===== src/rtl/mem_arb_pkg.sv =====
// Shared types and policy constants for the two-host memory bus arbiter.
package mem_arb_pkg;

  // Owner tag stored per outstanding transaction; value doubles as host index.
  typedef enum logic {
    HOST_INSTR = 1'b0,
    HOST_DATA  = 1'b1
  } host_e;

  localparam int ARB_RR    = 0;
  localparam int ARB_FIXED = 1;

  function automatic host_e other_host(host_e h);
    return (h == HOST_INSTR) ? HOST_DATA : HOST_INSTR;
  endfunction

endpackage


===== src/rtl/mem_arb_owner_fifo.sv =====
// Owner FIFO: remembers which host issued each outstanding device transaction
// so in-order responses can be steered back. Depth need not be a power of two.
module mem_arb_owner_fifo #(
  parameter int Depth = 2,
  localparam int CntW = $clog2(Depth + 1),
  localparam int PtrW = (Depth > 1) ? $clog2(Depth) : 1
) (
  input  logic            clk,
  input  logic            rst,
  input  logic            push,
  input  logic            push_owner,
  input  logic            pop,
  output logic            head,
  output logic            full,
  output logic            empty,
  output logic [CntW-1:0] count
);

  logic [Depth-1:0] mem;
  logic [PtrW-1:0]  wr_ptr;
  logic [PtrW-1:0]  rd_ptr;
  logic             do_push;
  logic             do_pop;

  function automatic logic [PtrW-1:0] ptr_inc(logic [PtrW-1:0] p);
    return (p == PtrW'(Depth - 1)) ? '0 : p + 1'b1;
  endfunction

  assign full    = (count == CntW'(Depth));
  assign empty   = (count == '0);
  assign head    = mem[rd_ptr];
  assign do_push = push && !full;
  assign do_pop  = pop && !empty;

  // Storage, pointers and occupancy; push and pop together leave count unchanged.
  always_ff @(posedge clk or posedge rst) begin
    if (rst) begin
      mem    <= '0;
      wr_ptr <= '0;
      rd_ptr <= '0;
      count  <= '0;
    end else begin
      if (do_push) begin
        mem[wr_ptr] <= push_owner;
        wr_ptr      <= ptr_inc(wr_ptr);
      end
      if (do_pop) begin
        rd_ptr <= ptr_inc(rd_ptr);
      end
      case ({do_push, do_pop})
        2'b10:   count <= count + 1'b1;
        2'b01:   count <= count - 1'b1;
        default: count <= count;
      endcase
    end
  end

endmodule


===== src/rtl/mem_bus_arbiter.sv =====
// Two-host to one-device req/gnt/rvalid arbiter. Host 0 is the instruction
// port (read-only), host 1 the data port. Grants and responses are
// combinational; the owner FIFO routes in-order responses back.
module mem_bus_arbiter
  import mem_arb_pkg::*;
#(
  parameter int AddrWidth      = 32,
  parameter int DataWidth      = 32,
  parameter int MaxOutstanding = 2,
  parameter int FixedPriority  = 0
) (
  input  logic                   clk_i,
  input  logic                   rst_i,
  input  logic                   h0_req_i,
  input  logic [AddrWidth-1:0]   h0_addr_i,
  output logic                   h0_gnt_o,
  output logic                   h0_rvalid_o,
  input  logic                   h1_req_i,
  input  logic                   h1_we_i,
  input  logic [DataWidth/8-1:0] h1_be_i,
  input  logic [AddrWidth-1:0]   h1_addr_i,
  input  logic [DataWidth-1:0]   h1_wdata_i,
  output logic                   h1_gnt_o,
  output logic                   h1_rvalid_o,
  output logic [DataWidth-1:0]   host_rdata_o,
  output logic                   host_err_o,
  output logic                   dev_req_o,
  output logic                   dev_we_o,
  output logic [DataWidth/8-1:0] dev_be_o,
  output logic [AddrWidth-1:0]   dev_addr_o,
  output logic [DataWidth-1:0]   dev_wdata_o,
  input  logic                   dev_gnt_i,
  input  logic                   dev_rvalid_i,
  input  logic [DataWidth-1:0]   dev_rdata_i,
  input  logic                   dev_err_i,
  output logic                   unexpected_rvalid_o
);

  localparam int CntW = $clog2(MaxOutstanding + 1);

  host_e            sel;
  host_e            last_q;
  host_e            lock_owner_q;
  host_e            head_owner;
  logic             lock_q;
  logic             any_req;
  logic             handshake;
  logic             pop;
  logic             head;
  logic             full;
  logic             empty;
  logic [CntW-1:0]  outstanding;
  logic             unexpected_q;

  assign any_req = h0_req_i | h1_req_i;

  // Host selection: a pending lock wins, then a lone requester, then the tie policy.
  always_comb begin
    sel = HOST_INSTR;
    if (lock_q) begin
      sel = lock_owner_q;
    end else if (h0_req_i && !h1_req_i) begin
      sel = HOST_INSTR;
    end else if (h1_req_i && !h0_req_i) begin
      sel = HOST_DATA;
    end else if (h0_req_i && h1_req_i) begin
      if (FixedPriority == ARB_FIXED) begin
        sel = HOST_DATA;
      end else begin
        sel = other_host(last_q);
      end
    end
  end

  // Device request fields follow the selected host; all zero while nobody asks.
  always_comb begin
    dev_addr_o  = '0;
    dev_we_o    = 1'b0;
    dev_be_o    = '0;
    dev_wdata_o = '0;
    if (any_req) begin
      if (sel == HOST_DATA) begin
        dev_addr_o  = h1_addr_i;
        dev_we_o    = h1_we_i;
        dev_be_o    = h1_be_i;
        dev_wdata_o = h1_wdata_i;
      end else begin
        dev_addr_o  = h0_addr_i;
        dev_be_o    = '1;
      end
    end
  end

  // Full comes from the registered occupancy only, so a same-cycle pop
  // never opens a path from dev_rvalid_i to dev_req_o.
  assign dev_req_o   = any_req & ~full;
  assign handshake   = dev_req_o & dev_gnt_i;
  assign h0_gnt_o    = handshake & (sel == HOST_INSTR);
  assign h1_gnt_o    = handshake & (sel == HOST_DATA);

  assign head_owner  = host_e'(head);
  assign pop         = dev_rvalid_i & ~empty;
  assign h0_rvalid_o = pop & (head_owner == HOST_INSTR);
  assign h1_rvalid_o = pop & (head_owner == HOST_DATA);

  assign host_rdata_o        = dev_rdata_i;
  assign host_err_o          = dev_err_i;
  assign unexpected_rvalid_o = unexpected_q;

  mem_arb_owner_fifo #(
    .Depth (MaxOutstanding)
  ) u_owner_fifo (
    .clk        (clk_i),
    .rst        (rst_i),
    .push       (handshake),
    .push_owner (sel),
    .pop        (pop),
    .head       (head),
    .full       (full),
    .empty      (empty),
    .count      (outstanding)
  );

  // Last-granted and lock: an ungranted request pins the selection until accepted.
  always_ff @(posedge clk_i or posedge rst_i) begin
    if (rst_i) begin
      lock_q       <= 1'b0;
      lock_owner_q <= HOST_INSTR;
      last_q       <= HOST_DATA;
    end else if (handshake) begin
      lock_q <= 1'b0;
      last_q <= sel;
    end else if (dev_req_o) begin
      lock_q       <= 1'b1;
      lock_owner_q <= sel;
    end
  end

  // Sticky flag for a device response with nothing outstanding.
  always_ff @(posedge clk_i or posedge rst_i) begin
    if (rst_i) begin
      unexpected_q <= 1'b0;
    end else if (dev_rvalid_i && (outstanding == '0)) begin
      unexpected_q <= 1'b1;
    end
  end

endmodule


===== config.mk =====
export PLATFORM = sky130hd
export DESIGN_NAME = mem_bus_arbiter
export DESIGN_NICKNAME = d
export VERILOG_FILES = /design/src/rtl/mem_arb_pkg.sv /design/src/rtl/mem_arb_owner_fifo.sv /design/src/rtl/mem_bus_arbiter.sv
export SDC_FILE = /design/constraint.sdc
export NUM_CORES = 1
export LEC_CHECK = 0
export BUFFER_PORTS_ARGS = -buffer_cell sky130_fd_sc_hd__clkbuf_2
export CAP_MARGIN = 20
export CORE_AREA = 2 2 96 98
export DETAILED_ROUTE_END_ITERATION = 10
export DIE_AREA = 0 0 98 100
export PLACE_DENSITY = 0.53
export SETUP_SLACK_MARGIN = 0.1
export SYNTH_ARGS = -nofsm -noshare
export SYNTH_HDL_FRONTEND = slang
export SYNTH_SLANG_ARGS = --single-unit

===== constraint.sdc =====
create_clock -name clk_i -period 1.7 [get_ports clk_i]
set_input_delay 0.17 -clock clk_i [delete_from_list [all_inputs] [get_ports clk_i]]
set_output_delay 0.17 -clock clk_i [all_outputs]
set_load 0.01 [all_outputs]

==> results.yml <==
setup_path:
  path_cells: "a21bo_4 > o21a_4 > buf_12 > clkbuf_16 > mux2i_1 > buf_2"
  crit_buf_inv: 3
  critPathSlowestCell: "dfstp_2"
  worstSetupPathType: "flop to output port"
  max_stage_delay_ns: 0.53
  start_kind: "flop"
  cp_data_required_time_ns: 1.53
  cp_top_family: "flip-flops"
  arrival_ns: 1.68
  cp-end-kind: "output port"
  cp_max_fo: 8
run_status:
  violations: "setup timing"
  outcome: "complete, but fails checks"
cells_and_area:
  final_nets: 523
  final_common_cell: "clkbuf_2"
  fin_cells: 492
  multi_input_area_um2: 1070
  fillers: 948
  syn_to_final_growth_pct: 65.1
  drive_gt1_share_pct: 55.1
  final_cell_mix: "clkbuf_2, nand2_1, and3_1"
  regArea_um2: 251
  antenna_cells: 0
timing:
  fin_skew_ns: 0.00381
  rsz0062_at_grt: "true"
  setup_violations: 70
  hold_viol: 0
  period_minus_slack_ns: 1.85
  fin_crit_sh_pct: 109
  worstMarginPinSlew_ns: 0.388
  fin_setup_tns_ns: -7.32
  setup_slack_ns: -0.154
  drv_slew: 0
  max_freq_ghz: 0.539
  slew-limit-headroom_pct: 74.1
route:
  wl_um: 6440
  wire_per_inst_um: 13.1
  drc: 0
  antenna_left: 0
  vias: 2073
  vias_per_cell: 4.21
  dr.pass1.iters: 4
  drt-initial-drc-count: 55
floorplan:
  core_area_um2: 8890
  start_util_pct: 18.5
  fp.dieH_um: 100
  dieWidth_um: 98
  ioPinCount: 248
  placementRows: 35
  die_area_um2: 9800
clock_tree:
  cts_buffer_depth: 2
  clk_pin_slew_ns: 0.05
  numCtsBuffers: 3
  cts_sinks: 10
  cts_tree: "yes"
  clk_latency_ns: 0.23
  clockRootBuffer: "clkbuf_8"
  htree_levels: 1
yosys:
  synth_area_per_cell_um2: 7.07
  synth_edf_count: 0
  synth_seq_cells: 10
  ys_types: 27
  netlist_instances: 232
  synth_nets: 373
  syn_area_um2: 1640
  synth-async-reset-ratio_pct: 100
  synth_ff_type: "dfrtp_1"
  yosysWarnings: 0
  seq_area_frac_synth_pct: 15.3
power_and_ir_drop:
  p_leak_nw: 1.78
  finalPower_mw: 3.69
  peakVddDrop_mv: 0.501
  p_per_area_nw_per_um2: 1360
grt:
  grt_pass1_wl_um: 8930
  track_usage_pct: 11.1
  grt_start_max_net_pins: 104
  grt.overflow.total: 0
  antenna_found_initial: 0
  grt_pass1_vias: 1850
job:
  max_cap_violations: 0
placed_design:
  pre_cts_slack_ns: 0.0221
  gp_congestion: 0.837
  io_buffers: 181
  dp_cells: 477
  dp_hpwl_um: 4810
hold_path:
  hp-class: "input port to flop"
## area by class of cell
type	instances	share of cell area [%]
Sequential cell	10	9.28
Clock buffer	4	1.66
Multi-Input combinational cell	168	39.4
Tap cell	111	5.13
Timing Repair Buffer	197	44.3
Inverter	2	0.277
## where the power goes
part	switching, mW	internal [mW]
clock network	0.0896	0.164
registers	0.108	0.359
logic	1.36	1.61
## worst reg2reg max path, cell delays in order, from the launching register on
cell and delay [ns]:
dfstp_2 0.37, a21bo_4 0.21, o21a_4 0.24, buf_12 0.14, buf_16 0.13, buf_8 0.12, a31oi_1 0.16
## final timing paths
path / start / to / slack (ns) / cells after the start
setup / recovery: last_q$_DFFE_PP1N_ / dev_addr_o[15] / -0.15 / 6
hold / removal: dev_rvalid_i / unexpected_rvalid_o$_DFFE_PP0P_ / 0.16 / 2
setup reg to reg: last_q$_DFFE_PP1N_ / u_owner_fifo.mem[1]$_DFFE_PP0P_ / 0.25 / 6
hold reg to reg: unexpected_rvalid_o$_DFFE_PP0P_ / unexpected_rvalid_o$_DFFE_PP0P_ / 0.46 / 1
max in group asynchronous: rst_i / last_q$_DFFE_PP1N_ / 0.92 / 3
min in group asynchronous: rst_i / u_owner_fifo.rd_ptr$_DFFE_PP0P_ / 0.46 / 3
## flip-flops by register name (all words and copies together), names as in the netlist
signal and cells:
u_owner_fifo.count 2, u_owner_fifo.mem 2, last_q 1, lock_owner_q 1, lock_q 1, u_owner_fifo.rd_ptr 1
u_owner_fifo.wr_ptr 1, unexpected_rvalid_o 1
## repair_timing
action,in CTS,in global routing
setup buffers,2,3
endpoints found under the hold margin,9,0
gates cloned,3,2
hold buffers,1,0
gates resized for setup,5,42
setup endpoints to repair,71,72
pin swaps,1,2
## synthesized netlist by cell type (2+ instances only)
| master | instances | share of area (%) |
|---|---|---|
| mux2i_1 | 33 | 20 |
| buf_6 | 2 | 1.4 |
| a31oi_1 | 4 | 1.5 |
| clkbuf_1 | 7 | 1.6 |
| dfrtp_1 | 9 | 14 |
| o21a_1 | 6 | 2.7 |
| and3_1 | 33 | 13 |
| buf_2 | 10 | 3.1 |
| inv_1 | 2 | 0.46 |
| mux2_2 | 2 | 1.4 |
| xnor2_1 | 4 | 2.1 |
| nand2_1 | 65 | 15 |
| nor2b_1 | 3 | 1.1 |
| nor2_1 | 7 | 1.6 |
| buf_4 | 33 | 15 |
## kinds of logic after synthesis
| family | count (synthesis) | synth area share (%) |
|---|---|---|
| fa+ha+maj | 1 | 0.763 |
| xor+xnor | 5 | 2.67 |
| simple gates | 113 | 32.0 |
| mux | 35 | 21.5 |
| compound gates | 14 | 6.18 |
| buf+inv | 54 | 21.6 |
| flops | 10 | 15.3 |
## per-stage QoR
stage / hold WS [ns] / util (%) / cell area [um^2]
2_1_floorplan: 0.00946 / - / 1640
3_3_place_gp: 0.145 / 27.2 / 2410
3_5_place_dp: 0.158 / 27.2 / 2410
4_1_cts: 0.147 / 29.1 / 2590
5_1_grt: 0.149 / 30.5 / 2710
6_report: 0.157 / 30.5 / 2710
## layer usage
metal  wire length (um)  GRT usage, %
met1               2460          13.1
met2               3290          20.5
met3                651          2.72
met4                 24          2.14
met5                  0             0
No activity file was read; power rests on OpenSTA's default activity.
